==> src/rtl/memory_port_arbiter_if.sv <==
// Bundle of pipeline-side request/response signals and memory-controller signals
// shared by the memory port arbiter and whatever drives it.
interface memory_port_arbiter_if #(
    parameter int WIDTH = 32
);
    logic             fetch_enable;
    logic [WIDTH-1:0] fetch_address;
    logic             fetch_valid;
    logic [WIDTH-1:0] fetch_data;

    logic             read_enable;
    logic [WIDTH-1:0] read_address;
    logic             read_valid;
    logic [WIDTH-1:0] read_data;

    logic             write_enable;
    logic [WIDTH-1:0] write_address;
    logic [WIDTH-1:0] write_value;
    logic             write_done;

    logic             mem_read_enable;
    logic             mem_write_enable;
    logic [WIDTH-1:0] mem_address;
    logic [WIDTH-1:0] mem_write_data;
    logic             mem_ready;
    logic [WIDTH-1:0] mem_read_data;

    // Arbiter view
    modport slave (
        input  fetch_enable, fetch_address,
        output fetch_valid, fetch_data,
        input  read_enable, read_address,
        output read_valid, read_data,
        input  write_enable, write_address, write_value,
        output write_done,
        output mem_read_enable, mem_write_enable, mem_address, mem_write_data,
        input  mem_ready, mem_read_data
    );

    // Pipeline and memory-controller view
    modport master (
        output fetch_enable, fetch_address,
        input  fetch_valid, fetch_data,
        output read_enable, read_address,
        input  read_valid, read_data,
        output write_enable, write_address, write_value,
        input  write_done,
        input  mem_read_enable, mem_write_enable, mem_address, mem_write_data,
        output mem_ready, mem_read_data
    );
endinterface

==> src/rtl/memory_port_arbiter.sv <==
// Shares one memory port between fetch, load and store requesters: one access in
// flight, write > read > fetch priority, fetch forced after repeated lost grants.
module memory_port_arbiter #(
    parameter int WIDTH              = 32,
    parameter int FETCH_STARVE_LIMIT = 4
) (
    input  logic                  clock,
    input  logic                  reset_n,
    memory_port_arbiter_if.slave  bus
);
    typedef enum logic [1:0] {ST_IDLE, ST_BUSY, ST_DONE} state_t;
    typedef enum logic [1:0] {OWN_FETCH, OWN_READ, OWN_WRITE} owner_t;

    localparam logic [3:0] LIMIT = 4'(FETCH_STARVE_LIMIT);

    state_t           r_state, w_state_nx;
    owner_t           r_owner, w_owner_nx;
    logic [3:0]       r_starve, w_starve_nx;
    logic             r_mem_rd, w_mem_rd_nx;
    logic             r_mem_wr, w_mem_wr_nx;
    logic [WIDTH-1:0] r_mem_addr, w_mem_addr_nx;
    logic [WIDTH-1:0] r_mem_wdata, w_mem_wdata_nx;
    logic             r_fetch_valid, w_fetch_valid_nx;
    logic             r_read_valid, w_read_valid_nx;
    logic             r_write_done, w_write_done_nx;
    logic [WIDTH-1:0] r_fetch_data, w_fetch_data_nx;
    logic [WIDTH-1:0] r_read_data, w_read_data_nx;

    logic w_any_req;
    logic w_fetch_forced;

    assign w_any_req      = bus.fetch_enable | bus.read_enable | bus.write_enable;
    assign w_fetch_forced = (r_starve == LIMIT) && bus.fetch_enable;

    always_comb begin
        w_state_nx       = r_state;
        w_owner_nx       = r_owner;
        w_starve_nx      = r_starve;
        w_mem_rd_nx      = r_mem_rd;
        w_mem_wr_nx      = r_mem_wr;
        w_mem_addr_nx    = r_mem_addr;
        w_mem_wdata_nx   = r_mem_wdata;
        w_fetch_valid_nx = 1'b0;
        w_read_valid_nx  = 1'b0;
        w_write_done_nx  = 1'b0;
        w_fetch_data_nx  = r_fetch_data;
        w_read_data_nx   = r_read_data;

        case (r_state)
            ST_IDLE: begin
                if (w_any_req) begin
                    w_state_nx = ST_BUSY;
                    if (w_fetch_forced)        w_owner_nx = OWN_FETCH;
                    else if (bus.write_enable) w_owner_nx = OWN_WRITE;
                    else if (bus.read_enable)  w_owner_nx = OWN_READ;
                    else                       w_owner_nx = OWN_FETCH;

                    case (w_owner_nx)
                        OWN_WRITE: begin
                            w_mem_wr_nx    = 1'b1;
                            w_mem_addr_nx  = bus.write_address;
                            w_mem_wdata_nx = bus.write_value;
                        end
                        OWN_READ: begin
                            w_mem_rd_nx   = 1'b1;
                            w_mem_addr_nx = bus.read_address;
                        end
                        default: begin
                            w_mem_rd_nx   = 1'b1;
                            w_mem_addr_nx = bus.fetch_address;
                        end
                    endcase

                    // A lost arbitration only counts while fetch is actually waiting
                    if (w_owner_nx == OWN_FETCH)
                        w_starve_nx = 4'd0;
                    else if (bus.fetch_enable && (r_starve < LIMIT))
                        w_starve_nx = r_starve + 4'd1;
                end
            end
            ST_BUSY: begin
                if (bus.mem_ready) begin
                    w_state_nx  = ST_DONE;
                    w_mem_rd_nx = 1'b0;
                    w_mem_wr_nx = 1'b0;
                    case (r_owner)
                        OWN_FETCH: begin
                            w_fetch_valid_nx = 1'b1;
                            w_fetch_data_nx  = bus.mem_read_data;
                        end
                        OWN_READ: begin
                            w_read_valid_nx = 1'b1;
                            w_read_data_nx  = bus.mem_read_data;
                        end
                        default: w_write_done_nx = 1'b1;
                    endcase
                end
            end
            ST_DONE: w_state_nx = ST_IDLE;
            default: w_state_nx = ST_IDLE;
        endcase
    end

    always_ff @(posedge clock or negedge reset_n) begin
        if (!reset_n) begin
            r_state       <= ST_IDLE;
            r_owner       <= OWN_FETCH;
            r_starve      <= 4'd0;
            r_mem_rd      <= 1'b0;
            r_mem_wr      <= 1'b0;
            r_mem_addr    <= '0;
            r_mem_wdata   <= '0;
            r_fetch_valid <= 1'b0;
            r_read_valid  <= 1'b0;
            r_write_done  <= 1'b0;
            r_fetch_data  <= '0;
            r_read_data   <= '0;
        end else begin
            r_state       <= w_state_nx;
            r_owner       <= w_owner_nx;
            r_starve      <= w_starve_nx;
            r_mem_rd      <= w_mem_rd_nx;
            r_mem_wr      <= w_mem_wr_nx;
            r_mem_addr    <= w_mem_addr_nx;
            r_mem_wdata   <= w_mem_wdata_nx;
            r_fetch_valid <= w_fetch_valid_nx;
            r_read_valid  <= w_read_valid_nx;
            r_write_done  <= w_write_done_nx;
            r_fetch_data  <= w_fetch_data_nx;
            r_read_data   <= w_read_data_nx;
        end
    end

    assign bus.mem_read_enable  = r_mem_rd;
    assign bus.mem_write_enable = r_mem_wr;
    assign bus.mem_address      = r_mem_addr;
    assign bus.mem_write_data   = r_mem_wdata;
    assign bus.fetch_valid      = r_fetch_valid;
    assign bus.fetch_data       = r_fetch_data;
    assign bus.read_valid       = r_read_valid;
    assign bus.read_data        = r_read_data;
    assign bus.write_done       = r_write_done;
endmodule

==> src/flat_wrapper.sv <==
// flat-port wrapper written by rule: the top's interface ports become plain ports
module memory_port_arbiter_flat 
#(
    parameter int WIDTH              = 32,
    parameter int FETCH_STARVE_LIMIT = 4
)
  (clock, reset_n, bus_fetch_enable, bus_fetch_address, bus_fetch_valid, bus_fetch_data, bus_read_enable, bus_read_address, bus_read_valid, bus_read_data, bus_write_enable, bus_write_address, bus_write_value, bus_write_done, bus_mem_read_enable, bus_mem_write_enable, bus_mem_address, bus_mem_write_data, bus_mem_ready, bus_mem_read_data);
  memory_port_arbiter_if #(.WIDTH(WIDTH)) bus_i ();
  input  logic clock;
  input  logic reset_n;
  input wire logic [$bits(bus_i.fetch_enable)-1:0] bus_fetch_enable;
  input wire logic [$bits(bus_i.fetch_address)-1:0] bus_fetch_address;
  output wire logic [$bits(bus_i.fetch_valid)-1:0] bus_fetch_valid;
  output wire logic [$bits(bus_i.fetch_data)-1:0] bus_fetch_data;
  input wire logic [$bits(bus_i.read_enable)-1:0] bus_read_enable;
  input wire logic [$bits(bus_i.read_address)-1:0] bus_read_address;
  output wire logic [$bits(bus_i.read_valid)-1:0] bus_read_valid;
  output wire logic [$bits(bus_i.read_data)-1:0] bus_read_data;
  input wire logic [$bits(bus_i.write_enable)-1:0] bus_write_enable;
  input wire logic [$bits(bus_i.write_address)-1:0] bus_write_address;
  input wire logic [$bits(bus_i.write_value)-1:0] bus_write_value;
  output wire logic [$bits(bus_i.write_done)-1:0] bus_write_done;
  output wire logic [$bits(bus_i.mem_read_enable)-1:0] bus_mem_read_enable;
  output wire logic [$bits(bus_i.mem_write_enable)-1:0] bus_mem_write_enable;
  output wire logic [$bits(bus_i.mem_address)-1:0] bus_mem_address;
  output wire logic [$bits(bus_i.mem_write_data)-1:0] bus_mem_write_data;
  input wire logic [$bits(bus_i.mem_ready)-1:0] bus_mem_ready;
  input wire logic [$bits(bus_i.mem_read_data)-1:0] bus_mem_read_data;
  assign bus_i.fetch_enable = bus_fetch_enable;
  assign bus_i.fetch_address = bus_fetch_address;
  assign bus_fetch_valid = bus_i.fetch_valid;
  assign bus_fetch_data = bus_i.fetch_data;
  assign bus_i.read_enable = bus_read_enable;
  assign bus_i.read_address = bus_read_address;
  assign bus_read_valid = bus_i.read_valid;
  assign bus_read_data = bus_i.read_data;
  assign bus_i.write_enable = bus_write_enable;
  assign bus_i.write_address = bus_write_address;
  assign bus_i.write_value = bus_write_value;
  assign bus_write_done = bus_i.write_done;
  assign bus_mem_read_enable = bus_i.mem_read_enable;
  assign bus_mem_write_enable = bus_i.mem_write_enable;
  assign bus_mem_address = bus_i.mem_address;
  assign bus_mem_write_data = bus_i.mem_write_data;
  assign bus_i.mem_ready = bus_mem_ready;
  assign bus_i.mem_read_data = bus_mem_read_data;
  memory_port_arbiter #(.WIDTH(WIDTH), .FETCH_STARVE_LIMIT(FETCH_STARVE_LIMIT)) u_core (.clock(clock), .reset_n(reset_n), .bus(bus_i));
endmodule
==> config.mk <==
export PLATFORM = sky130hd
export DESIGN_NAME = memory_port_arbiter_flat
export DESIGN_NICKNAME = d
export VERILOG_FILES = /design/src/rtl/memory_port_arbiter_if.sv /design/src/rtl/memory_port_arbiter.sv /design/src/flat_wrapper.sv
export SDC_FILE = /design/constraint.sdc
export NUM_CORES = 1
export LEC_CHECK = 0
export CAP_MARGIN = 5
export CORE_UTILIZATION = 44
export DETAILED_ROUTE_END_ITERATION = 6
export PLACE_DENSITY_LB_ADDON = 0.3
export SLEW_MARGIN = 20
export SYNTH_ARGS = -nofsm -noshare
export SYNTH_HDL_FRONTEND = slang
export SYNTH_SLANG_ARGS = --single-unit
==> constraint.sdc <==
create_clock -name clock -period 4.3 [get_ports clock]
set_clock_uncertainty 0.1 [all_clocks]
set_input_delay 0.645 -clock clock [delete_from_list [all_inputs] [get_ports clock]]
set_output_delay 0.645 -clock clock [all_outputs]
set_load 0.02 [all_outputs]
==> summary.txt <==
STA
  • Portion of the clock cycle consumed by the worst path in the final layout: around two thirds
  • Final hold violations: 0
  • Timing-limited maximum frequency: between 0.3 and 0.4 GHz
  • Summed negative setup slack over all endpoints: 0 ns
  • Final worst hold slack: ~0.12 ns
  • Measured slew at the worst slew-check pin: around 0.96 ns
  • Time the final worst path needs with I/O delays and setup: between 2 and 3 ns
  • Worst slew margin relative to its limit: 35.9%
  • Setup repair after global routing missed its margin: false
  • Final setup viols: 0
  • Pins Over Slew Limit: 0

Detailed routing
  • Via density: a little over 5
  • Residual DRC: 0
  • Wire length per cell after detailed routing: roughly 18 um
  • Vias post-DR: 4670
  • Wire length reported by the detailed router: about 16 mm
  • Post-route ant nets: 0
  • First-pass iteration count of the detailed router: 4
  • DR iter-0 viols: between 150 and 200

Yosys
  • Post-synthesis async set-or-reset flop share: 100%
  • Syn avg cell area: between 10 and 15 sq um
  • Most numerous cell in the Yosys netlist: dfrtp_1
  • Top FF cell, synth: dfrtp_1
  • Count of warnings emitted by yosys: 0
  • Most used standard cells in the synthesized netlist: dfrtp_1 (141), mux2_2 (124), nand2_1 (37), o21ai_0 (37), a22oi_1 (32)
  • Number of enable-type register cells in the synthesized netlist: 0
  • Portion of the post-synthesis area used by sequential elements: between 50% and 60%
  • Syn Std Cell Area: 6000 sq um
  • Cell type contributing the most total cell area after synthesis: dfrtp_1
  • Synthesized Nets: 609
  • Synthesized instance count: ~440
  • Seq cells post-synth: 141
  • Post-synth cell types: 33
  • Share of Yosys cell area claimed by the top area cell type: approximately three fifths
  • Leading post-synthesis cells by cell area: dfrtp_1 (59%), mux2_2 (23%), a22oi_1 (4.0%)

Power and ir drop
  • Fraction of power consumed by combinational cells: 47.0%
  • Static leakage power: about 4 nW
  • Cell area power density: approximately 720 nW/um^2
  • Sequential Power Share: roughly a third
  • Worst ir drop on vdd: 410 uV
  • Switching Fraction: 34.8%
  • Clock network fraction of total power: approximately 20%
  • P_int: 0.00453 W
  • Net Switching: around 0.0024 W

Setup path
  • FF-to-FF path depth: 8
  • Critical Path Max Stage Delay: 0.72 ns
  • Startpoint types: primary input
  • Worst Setup Path Type: primary input to flop
  • Cell-by-cell trace of the critical path: clkdlybuf4s50_1 > nand4b_1 > nand3b_1 > ha_1 > nand3_2 > mux2_2
  • Worst-path fanout max: 33
  • Arrival time worst endpoint: 3.06 ns
  • Launch point of the worst path: bus_fetch_enable
  • Crit path max-delay cell type: nand3_2
  • Start of the worst register-to-register path: u_core.r_starve[0]
  • Crit path capture type: flop
  • CP required: 4.49 ns

Clocking
  • CTS Hold Bufs: 0
  • Clock net sink count: approximately 140
  • Buffer depth of the longest clock path: 2
  • Worst skew pair latency: slightly above 0.4 ns
  • Num CTS Buffers: 17
  • Clock transition time at the flip-flop clock pins of the worst setup and hold paths: 0.06 ns
  • Clock root buffer: clkbuf_16
  • Setup Buffers After CTS: 0
  • CTS resizes: 0
  • H-tree depth reported by CTS: 4
  • CTS tree: done

Die
  • Vertical extent of the die: 119 um
  • CORE AREA: 13300 sq um
  • Cell Rows: 42
  • Die Area: 14100 sq um
  • Die span in x: roughly 120 um
  • IO Count: ~300
  • Initial standard-cell utilization of the core: 45.1%

Placed design
  • Routability Congestion: roughly 0.83
  • Half-perimeter wire length of the detailed placement result: 11.8 mm
  • Placed instance area: 9100 sq um
  • IO buf count: 298

GRT
  • GRT Total Usage: 24.1%
  • Wire length of the first global-routing pass: between 20 and 30 mm
  • Number of antenna violations at the first check in global routing: 0
  • Vias in the first global route: 5137
  • Overall overflow remaining after global route: 0
  • Largest net degree at the start of global routing: 71

Cells and area
  • Fin nets: 906
  • Final std cell area, no fill: 9660 sq um
  • Fill count: 891
  • ANT cells: 0
  • Fraction of the core area covered by cells at the end of the flow: 72.6%
  • Layout cell share with drive strength beyond 1: 22.8%
  • Synthesis-to-finish area growth: 60.9%

Hold path
  • Hold Path Class: primary input to asynchronous set/reset pin

Status
  • Outcome: completed

Job
  • Number of max-cap violations: 0
[state kept, by name, indices dropped and copies added, names as in the netlist, 2 cells and up]
signal	count
u_core.bus.mem_address	32
u_core.bus.read_data	32
u_core.bus.mem_write_data	32
u_core.bus.fetch_data	32
u_core.r_starve	4
u_core.r_owner	2
u_core.r_state	2
[power by group through the flow]
stage | Clock [W] | Sequential, W | Combinational [W]
final | 0.00136 | 0.00232 | 0.00326
after CTS | 0.00139 | 0.00232 | 0.00329
after detailed placement | 0 | 0.00233 | 0.00327
after global routing | 0.00145 | 0.00240 | 0.00344
after floorplan | 0 | 0.00307 | 0.000847
after global placement | 0 | 0.00230 | 0.00321
[metal layers]
metal / track usage (%) / part of all wire (%)
met5: 0 / 0
met4: 9.97 / 2.5
met3: 7.34 / 7.0
met2: 42.8 / 53
met1: 26.7 / 37
[final timing paths]
kind                                                 endpoint  slack, ns
worst max-delay path            u_core.bus.mem_write_data[14]       1.43
worst min-delay path                 u_core.bus.fetch_data[7]       0.12
worst max register to register  u_core.bus.mem_write_data[14]       1.61
worst min register to register              u_core.r_state[0]       0.37
max in group asynchronous           u_core.bus.fetch_data[25]       3.03
min in group clock                          u_core.r_state[0]       0.37
[cell usage in the layout, fill, tap and decap left out, types with 3 or more instances in the layout]
master and count:
clkdlybuf4s50_1 297, dfrtp_1 141, mux2_2 124, nand2_1 37
o21ai_0 37, a22oi_1 32, clkbuf_16 17, inv_1 6
buf_4 6, ha_1 5, mux2_1 4, clkinvlp_4 4
nand3b_1 3, clkinv_2 3
[cell type report]
class / instances / area (sq um) / share of cell area (%)
sequential: 141 / 3530 / 36.5
timing repair buffer: 304 / 3030 / 31.4
tap: 176 / 220 / 2.28
inverter: 7 / 26.3 / 0.272
clock buffer: 21 / 460 / 4.77
multi-input combinational: 264 / 2300 / 23.8
clock inverter: 10 / 92.6 / 0.959
[cell families after synthesis]
kind of cell    synth area share, %
flops                          58.8
buf+inv                        2.90
mux                            24.0
simple gates                   5.25
fa+ha+maj                      1.04
compound gates                 8.01
[worst max-delay path, delay by kind of cell]
family,cells,cell delay [ns]
adder cells (fa/ha/maj),1,0.22
buffers and inverters,1,0.56
multiplexers,1,0.57
AND/OR/NAND/NOR,3,1.04
[metrics by stage]
step / total power, W / instances / worst slack, ns
floorplan: 0.00392 / 438 / 2.09
global placement: 0.00551 / 892 / 1.16
detailed placement: 0.00561 / 892 / 1.03
CTS: 0.00701 / 923 / 1.47
global route: 0.00729 / 923 / 1.26
finish: 0.00694 / 923 / 1.43
Note: power is estimated with default switching activity, not from simulation.
